<file path="src/rtl/mem_data_router_pkg.sv">
// Shared constants and helpers for mem_data_router.
// Defining DUAL_RAIL_EN selects the dual-rail word format (two wires per logical bit).
package mem_data_router_pkg;

   localparam logic [1:0] DR_NULL    = 2'b00;
   localparam logic [1:0] DR_FALSE   = 2'b01;
   localparam logic [1:0] DR_TRUE    = 2'b10;
   localparam logic [1:0] DR_ILLEGAL = 2'b11;

   localparam int unsigned DR_MAX_PAIRS = 64;
   localparam int unsigned DR_MAX_W     = 2 * DR_MAX_PAIRS;

`ifdef DUAL_RAIL_EN
   localparam int unsigned RAIL_MULT = 2;
`else
   localparam int unsigned RAIL_MULT = 1;
`endif

   // A word is legal when each of its first 'pairs' rail pairs carries exactly one true rail.
   function automatic logic dr_word_legal(input logic [DR_MAX_W-1:0] word,
                                          input int unsigned          pairs);
      logic ok;
      ok = 1'b1;
      for (int unsigned i = 0; i < DR_MAX_PAIRS; i++) begin
         case (word[2*i +: 2])
            DR_FALSE, DR_TRUE:   ;
            DR_NULL, DR_ILLEGAL: if (i < pairs) ok = 1'b0;
         endcase
      end
      return ok;
   endfunction

endpackage

</file>
<file path="src/rtl/mem_data_router_fifo.sv">
// One destination channel: DEPTH-entry FIFO with occupancy count.
// The head word reads as zero while the FIFO is empty.
module mem_data_router_fifo #(
   parameter  int unsigned WIDTH = 8,
   parameter  int unsigned DEPTH = 4,
   localparam int unsigned CNT_W = $clog2(DEPTH) + 1
) (
   input  logic             clk,
   input  logic             rst,
   input  logic             push_i,
   input  logic             pop_i,
   input  logic [WIDTH-1:0] data_i,
   output logic [CNT_W-1:0] count_o,
   output logic             valid_o,
   output logic [WIDTH-1:0] data_o
);

   localparam int unsigned PTR_W = $clog2(DEPTH);

   logic [WIDTH-1:0] mem_q [DEPTH];
   logic [PTR_W-1:0] wr_ptr_q, wr_ptr_d;
   logic [PTR_W-1:0] rd_ptr_q, rd_ptr_d;
   logic [CNT_W-1:0] cnt_q, cnt_d;
   logic             pop;

   // Pointers wrap naturally because DEPTH is a power of two.
   always_comb begin
      pop      = pop_i && (cnt_q != '0);
      wr_ptr_d = wr_ptr_q;
      rd_ptr_d = rd_ptr_q;
      cnt_d    = cnt_q;
      if (push_i) wr_ptr_d = wr_ptr_q + PTR_W'(1);
      if (pop)    rd_ptr_d = rd_ptr_q + PTR_W'(1);
      case ({push_i, pop})
         2'b10:   cnt_d = cnt_q + CNT_W'(1);
         2'b01:   cnt_d = cnt_q - CNT_W'(1);
         default: cnt_d = cnt_q;
      endcase
   end

   always_ff @(posedge clk or posedge rst) begin
      if (rst) begin
         wr_ptr_q <= '0;
         rd_ptr_q <= '0;
         cnt_q    <= '0;
      end else begin
         wr_ptr_q <= wr_ptr_d;
         rd_ptr_q <= rd_ptr_d;
         cnt_q    <= cnt_d;
      end
   end

   always_ff @(posedge clk) begin
      if (push_i) mem_q[wr_ptr_q] <= data_i;
   end

   assign count_o = cnt_q;
   assign valid_o = (cnt_q != '0);
   assign data_o  = valid_o ? mem_q[rd_ptr_q] : '0;

endmodule

</file>
<file path="src/rtl/mem_data_router.sv">
// Steers tagged memory words into NUM_CH per-channel FIFOs with sticky error flags.
// Define DUAL_RAIL_EN for dual-rail words with rail-pair legality checking.
module mem_data_router
   import mem_data_router_pkg::*;
#(
   parameter int unsigned DATA_W = 8,
   parameter int unsigned NUM_CH = 2,
   parameter int unsigned DEPTH  = 4,
   parameter int unsigned TAG_W  = $clog2(NUM_CH),
   parameter int unsigned IN_W   = RAIL_MULT * DATA_W,
   parameter int unsigned CNT_W  = $clog2(DEPTH) + 1
) (
   input  logic                    clk,
   input  logic                    rst,
   input  logic                    in_valid,
   output logic                    in_ready,
   input  logic [TAG_W-1:0]        in_tag,
   input  logic [IN_W-1:0]         in_data,
   output logic [NUM_CH-1:0]       out_valid,
   input  logic [NUM_CH-1:0]       out_ready,
   output logic [NUM_CH*IN_W-1:0]  out_data,
   output logic [NUM_CH*CNT_W-1:0] ch_count,
   output logic                    err_tag,
   output logic                    err_code
);

   logic [NUM_CH-1:0] full;
   logic [NUM_CH-1:0] push;
   logic              tag_ok;
   logic              code_ok;
   logic              sel_full;
   logic              xfer;
   logic              err_tag_q, err_tag_d;
   logic              err_code_q, err_code_d;

`ifdef DUAL_RAIL_EN
   assign code_ok = dr_word_legal(DR_MAX_W'(in_data), DATA_W);
`else
   assign code_ok = 1'b1;
`endif

   // Illegal words are always accepted (and dropped); only a full legal target stalls.
   always_comb begin
      tag_ok   = (32'(in_tag) < NUM_CH);
      sel_full = 1'b0;
      for (int unsigned c = 0; c < NUM_CH; c++) begin
         if (32'(in_tag) == c) sel_full = full[c];
      end
      in_ready = !(tag_ok && code_ok && sel_full);
      xfer     = in_valid && in_ready && !rst;
      for (int unsigned c = 0; c < NUM_CH; c++) begin
         push[c] = xfer && tag_ok && code_ok && (32'(in_tag) == c);
      end
      err_tag_d  = err_tag_q  | (xfer && !tag_ok);
      err_code_d = err_code_q | (xfer && !code_ok);
   end

   always_ff @(posedge clk or posedge rst) begin
      if (rst) begin
         err_tag_q  <= 1'b0;
         err_code_q <= 1'b0;
      end else begin
         err_tag_q  <= err_tag_d;
         err_code_q <= err_code_d;
      end
   end

   assign err_tag  = err_tag_q;
   assign err_code = err_code_q;

   for (genvar c = 0; c < NUM_CH; c++) begin : g_ch
      mem_data_router_fifo #(
         .WIDTH (IN_W),
         .DEPTH (DEPTH)
      ) u_fifo (
         .clk     (clk),
         .rst     (rst),
         .push_i  (push[c]),
         .pop_i   (out_ready[c]),
         .data_i  (in_data),
         .count_o (ch_count[c*CNT_W +: CNT_W]),
         .valid_o (out_valid[c]),
         .data_o  (out_data[c*IN_W +: IN_W])
      );
      assign full[c] = (ch_count[c*CNT_W +: CNT_W] == CNT_W'(DEPTH));
   end

endmodule

</file>
<file path="config.mk">
export PLATFORM = sky130hd
export DESIGN_NAME = mem_data_router
export DESIGN_NICKNAME = d
export VERILOG_FILES = /design/src/rtl/mem_data_router_pkg.sv /design/src/rtl/mem_data_router_fifo.sv /design/src/rtl/mem_data_router.sv
export SDC_FILE = /design/constraint.sdc
export NUM_CORES = 1
export LEC_CHECK = 0
export ABC_AREA = 1
export BUFFER_PORTS_ARGS = -buffer_cell sky130_fd_sc_hd__clkbuf_2
export CAP_MARGIN = 20
export CORE_UTILIZATION = 45
export DETAILED_ROUTE_END_ITERATION = 16
export GPL_TIMING_DRIVEN = 0
export PLACE_DENSITY = 0.78
export SLEW_MARGIN = 20
export SYNTH_ARGS = -nofsm -noshare
export SYNTH_HDL_FRONTEND = slang
export SYNTH_HIERARCHICAL = 1
export SYNTH_SLANG_ARGS = --single-unit
export TNS_END_PERCENT = 30
</file>
<file path="constraint.sdc">
create_clock -name clk -period 1.9 [get_ports clk]
set_input_delay 0.095 -clock clk [delete_from_list [all_inputs] [get_ports clk]]
set_output_delay 0.095 -clock clk [all_outputs]
set_load 0.03 [all_outputs]
</file>
==> results.cfg, run 1 <==
[layout]
diodes = 0
nNetsFinal = 471
layout_common_cells = 91 x inv_1, 84 x nand2_1, 64 x edfxtp_1
final.fill_count = 698
final_common_cell = inv_1
area_delta_synth_final_pct = 20.9
drive_gt1_frac = 0.287

[sta]
clock.fmax_ghz = 0.554
finalSetupViolations = 0
rsz0062_at_grt = true
clock_skew_ns = 0.0101
fin_hold_ws_ns = 0.0384
hold_viol_final = 0
fin_crit_sh = 0.951
maxSlewViolCount = 0
finalCriticalPeriod_ns = 1.81
timing.final.ws_setup_ns = 0.0938

[drt]
drtIter0Drc = 104
drtAntennaViolNets = 0
wl_microns = 7410
dr.pass1.iters = 4
drc = 0
routed_via_density = 4.75
wire_per_inst_microns = 13.4
vias = 2623

[global_routing]
antenna_found_initial = 0
grt_max_degree = 16
grt_first_pass_wirelength_microns = 11900
overflow = 0
grt_pass1_vias = 2590
grt.total_usage = 0.185

[floorplan]
die_x_microns = 93.0
core_sq_um = 7850
die_h_microns = 93.0
rows = 32
fp.dieArea_sq_um = 8640
ios = 41
start_util = 0.474

[cts]
clock_latency_ns = 0.35
cts-buffers-inserted = 9
htree_num_levels = 3
cts_root_buf = clkbuf_8
path_clk_slew_ns = 0.08
clockBufferDepth = 2
cts_tree = yes
cts_sinks = 78

[critical_path]
cp_slowest_stage_delay_ns = 0.45
cp.required_ns = 2.18
path_delay_family = adder cells
crit_buf_inv = 4
crit_chain = buf_4 > inv_2 > nand3_4 > nand2_2 > inv_1 > ha_4 > inv_2 > fa_2 > o21ai_1
crit_slowest_cell = fa_2
cp_common_cell = inv_2
cp_max_fo = 3
crit_type = reg -> reg
start_kind = flop
crit_arrival_ns = 2.08
worstSetupEndpointType = flop

[logic_synthesis]
avgSynthCellArea_sq_um = 9.85
yosysSeqAreaShare = 0.610
postSynthCellCount = 378
synth.ff_latch_count = 78
synth.distinct_cells = 25
syn-cell-area_sq_um = 3720
yosysWarnings = 6

[pwr]
ir_drop_mv = 0.936
cellPowerDensity_nw_per_um2 = 1550
p_leak_nw = 2.17

[worst_hold_path]
hp-class = in -> reg

[flow_run]
drv_cap = 0

[placement]
dpl.hpwl_microns = 4870
post-place-ws_ns = -0.100
gp_congestion = 0.758
io_buffers = 38

[run_status]
outcome = finished, final reports clean
## layout make-up
class	instances	area (sq um)	share of cell area
Timing Repair Buffer	57	340	0.0756
Multi-Input combinational cell	185	1060	0.235
Inverter	104	402	0.0892
Clock buffer	9	124	0.0275
Tap cell	102	128	0.0283
Sequential cell	78	2280	0.506
Buffer	10	90.1	0.0200
Clock inverter	7	81.3	0.0181
## routing by layer
| layer | vias to the layer above | global-route usage | part of all wire |
|---|---|---|---|
| li1 | 1296 | - | - |
| met1 | 1250 | 0.223 | 0.42 |
| met2 | 64 | 0.322 | 0.52 |
| met3 | 13 | 0.0279 | 0.045 |
| met4 | 0 | 0.0885 | 0.016 |
| met5 | - | 0 | 0 |
## sequential cells by signal (all words and copies together), names as in the netlist
name,flops
g_ch.u_fifo/mem_q,64
g_ch.u_fifo/count_o,6
g_ch.u_fifo/rd_ptr_q,4
g_ch.u_fifo/wr_ptr_q,4
## power breakdown
group          switching, mW  internal (mW)
Sequential             0.137           2.09
Combinational           2.30           1.19
Clock                  0.654          0.625
## cells by family after synthesis
group | after synthesis | synth area share
XOR/XNOR | 6 | 0.0141
AO/OA/AOI/OAI | 22 | 0.0316
buffers and inverters | 116 | 0.132
adder cells (fa/ha/maj) | 12 | 0.0444
AND/OR/NAND/NOR | 143 | 0.166
flip-flops | 78 | 0.610
other | 1 | 0.00101
## worst reg2reg max path, stage by stage (launching register included)
cell	delay, ns
dfrtp_2	0.44
buf_4	0.15
inv_2	0.09
nand3_4	0.10
nand2_2	0.09
inv_1	0.07
ha_4	0.16
inv_2	0.07
fa_2	0.45
o21ai_1	0.12
## cell usage after synthesis
library cell,instances,area share
ha_1,10,0.034
buf_4,4,0.0081
a21oi_2,2,0.0047
nor2_1,4,0.0040
inv_1,102,0.10
a21oi_1,14,0.019
nor2_4,1,0.0030
nand2_1,93,0.094
clkbuf_4,2,0.0040
and2_1,1,0.0017
xnor2_1,4,0.0094
edfxtp_1,64,0.52
dfrtp_1,14,0.094
nand3_1,37,0.050
nand2_2,2,0.0034
nand4_1,2,0.0034
nand3_2,2,0.0054
buf_6,4,0.012
conb_1,1,0.0010
clkbuf_1,2,0.0020
inv_4,2,0.0034
nor2_2,1,0.0017
o21ai_0,6,0.0081
xor2_1,2,0.0047
fa_1,2,0.011
## per-stage QoR
step	TNS (ns)	instances	area [sq um]	utilization	total power, mW
floorplan	-0.0282	379	3750	-	4.52
global placement	-0.0287	519	4070	0.518	5.26
detailed placement	-0.239	519	4070	0.518	5.34
CTS	-0.000909	549	4410	0.562	6.80
global route	-0.0138	552	4500	0.574	7.46
finish	0	552	4500	0.574	7.00
## path summary, 6_finish.rpt
kind                                                             start                                endpoint  slack, ns  cells after the start
min in group asynchronous                                          rst  g_ch[1].u_fifo/wr_ptr_q[0]$_DFFE_PP0P_       0.24                      3
max in group asynchronous                                          rst   g_ch[0].u_fifo/count_o[2]$_DFFE_PP0P_       1.38                      3
worst min register to register  g_ch[0].u_fifo/wr_ptr_q[0]$_DFFE_PP0P_  g_ch[0].u_fifo/wr_ptr_q[0]$_DFFE_PP0P_       0.53                      1
worst max-delay path             g_ch[1].u_fifo/count_o[0]$_DFFE_PP0P_   g_ch[1].u_fifo/count_o[1]$_DFFE_PP0P_       0.09                      9
worst min-delay path                                        in_data[5]    g_ch[1].u_fifo/mem_q[1][5]$_DFFE_PP_       0.04                      1
worst max register to register   g_ch[1].u_fifo/count_o[0]$_DFFE_PP0P_   g_ch[1].u_fifo/count_o[1]$_DFFE_PP0P_       0.09                      9
## timing repair
action,in CTS,in global routing
buffers inserted,11,5
endpoints found under the setup margin,4,12
endpoints found under the hold margin,16,0
pin swaps,8,15
gates resized for setup,10,27
hold buffers,3,0
gates cloned,0,0
Note: power is estimated with default switching activity, not from simulation.
==> inputs of run 2 (changes only) <==
--- a/config.mk
+++ b/config.mk
@@ -11,6 +11,7 @@
 export CORE_UTILIZATION = 45
 export DETAILED_ROUTE_END_ITERATION = 16
 export GPL_TIMING_DRIVEN = 0
+export HOLD_SLACK_MARGIN = 0.05
 export PLACE_DENSITY = 0.78
 export SLEW_MARGIN = 20
 export SYNTH_ARGS = -nofsm -noshare
==> results.cfg, run 2 (synthesized netlist as in run 1, its figures left out) <==
[run_status]
outcome = finished, final reports clean

[critical_path]
crit_arrival_ns = 2.11
crit_type = reg -> reg
cp_slowest_stage_delay_ns = 0.45
start_kind = flop
crit_chain = buf_4 > inv_2 > nand3_2 > nand2_2 > inv_1 > ha_4 > inv_2 > fa_2 > o21ai_2
cp_max_fo = 3
cp.required_ns = 2.17
cp_common_cell = inv_2
worstSetupEndpointType = flop
crit_slowest_cell = fa_2

[sta]
fin_crit_sh = 0.969
maxSlewViolCount = 0
clock.fmax_ghz = 0.543
finalSetupViolations = 0
clock_skew_ns = 0.0106
rsz0062_at_grt = true
hold_viol_final = 0
timing.final.ws_setup_ns = 0.0592
finalCriticalPeriod_ns = 1.84

[cts]
cts-buffers-inserted = 9
htree_num_levels = 3
clockBufferDepth = 2
clock_latency_ns = 0.35
cts_tree = yes
path_clk_slew_ns = 0.09
cts_sinks = 78
cts_root_buf = clkbuf_8

[global_routing]
antenna_found_initial = 0
grt_max_degree = 16
grt_first_pass_wirelength_microns = 12100
grt.total_usage = 0.188
use_met3 = 0.0296
use_met1 = 0.224
grt_pass1_vias = 2613
grt_use_met2 = 0.326
overflow = 0
grt_most_used_layer = met2

[placement]
io_buffers = 38
dp.cells = 519
dpl.hpwl_microns = 4870
post-place-ws_ns = -0.100
gp_congestion = 0.758

[flow_run]
drv_cap = 0

[pwr]
ir_drop_mv = 0.935
p_leak_nw = 2.19
cellPowerDensity_nw_per_um2 = 1540

[layout]
area_delta_synth_final_pct = 22.4
top_register = g_ch.u_fifo/mem_q
drive_gt1_frac = 0.283
layout_common_cells = 91 x inv_1, 84 x nand2_1, 64 x edfxtp_1
final_common_cell = inv_1
largest_reg_flops = 64
diodes = 0
nNetsFinal = 477
final.fill_count = 693
final_cells = 558

[floorplan]
rows = 32
core_sq_um = 7850
die_x_microns = 93.0
die_h_microns = 93.0
ios = 41
start_util = 0.474
fp.dieArea_sq_um = 8640

[worst_hold_path]
hp-class = in -> reg

[drt]
drtAntennaViolNets = 0
wire_per_inst_microns = 13.4
wl_microns = 7490
vias = 2600
dr.pass1.iters = 5
routed_via_density = 4.66
drc = 0
drtIter0Drc = 116
[run 2: changes by cell type in the layout (fill, tap and decap cells not counted)]
cell / before / now
nor2_1: 1 / 2
o21ai_1: 1 / 0
dlygate4sd3_1: 3 / 9
nand3_4: 1 / 0
o21ai_2: 1 / 2
nand3_2: 6 / 7
nor2_2: 4 / 3
[run 2: cell type report]
| class | instances | area, sq um | share of cell area |
|---|---|---|---|
| inverter | 104 | 402 | 0.0882 |
| clock buffer | 9 | 124 | 0.0272 |
| tap | 102 | 128 | 0.0280 |
| multi-input combinational | 185 | 1050 | 0.231 |
| sequential | 78 | 2280 | 0.500 |
| timing repair buffer | 63 | 400 | 0.0879 |
| buffer | 10 | 90.1 | 0.0198 |
| clock inverter | 7 | 81.3 | 0.0179 |
[run 2: metrics by stage]
step	setup TNS, ns	hold WS [ns]	total power [mW]	utilization	cell area [sq um]
3_5_place_dp	-0.239	0.0719	5.34	0.518	4070
2_1_floorplan	-0.0282	-0.102	4.52	-	3750
5_1_grt	-0.0235	0.0535	7.47	0.581	4560
3_3_place_gp	-0.0287	0.0619	5.26	0.518	4070
4_1_cts	-0.000909	0.0573	6.81	0.570	4470
6_report	0	0.0598	7.01	0.581	4560
[run 2: routing by layer]
layer | vias to the layer above | wire length, microns
met5 | - | 0
li1 | 1305 | -
met1 | 1212 | 3080
met2 | 66 | 3840
met4 | 0 | 180
met3 | 17 | 388
[run 2: worst paths after layout]
check / slack (ns) / startpoint / end / cells past startpoint
setup / recovery: 0.06 / g_ch[1].u_fifo/count_o[0]$_DFFE_PP0P_ / g_ch[1].u_fifo/count_o[1]$_DFFE_PP0P_ / 9
hold / removal: 0.06 / in_data[3] / g_ch[1].u_fifo/mem_q[2][3]$_DFFE_PP_ / 1
setup reg to reg: 0.06 / g_ch[1].u_fifo/count_o[0]$_DFFE_PP0P_ / g_ch[1].u_fifo/count_o[1]$_DFFE_PP0P_ / 9
hold reg to reg: 0.53 / g_ch[0].u_fifo/wr_ptr_q[0]$_DFFE_PP0P_ / g_ch[0].u_fifo/wr_ptr_q[0]$_DFFE_PP0P_ / 1
max in group asynchronous: 1.38 / rst / g_ch[0].u_fifo/count_o[2]$_DFFE_PP0P_ / 3
min in group asynchronous: 0.24 / rst / g_ch[1].u_fifo/wr_ptr_q[0]$_DFFE_PP0P_ / 3
[run 2: where the power goes]
part	switching (mW)	internal, mW	total [mW]
combinational	2.30	1.20	3.50
sequential	0.137	2.09	2.23
clock	0.653	0.625	1.28
total	3.09	3.92	7.01
[run 2: repair_timing]
| action | in CTS | in global routing |
|---|---|---|
| endpoints found under the setup margin | 4 | 14 |
| setup buffers | 11 | 5 |
| hold endpoints to repair | 55 | 0 |
| pin swaps | 8 | 15 |
| gates resized for setup | 10 | 26 |
| hold buffers | 9 | 0 |
[run 2: critical path, delay by kind of cell, from the launching register on]
family,cells,cell delay [ns]
simple gates,2,0.22
buf+inv,4,0.37
fa+ha+maj,2,0.61
compound gates,1,0.13
flops,1,0.44
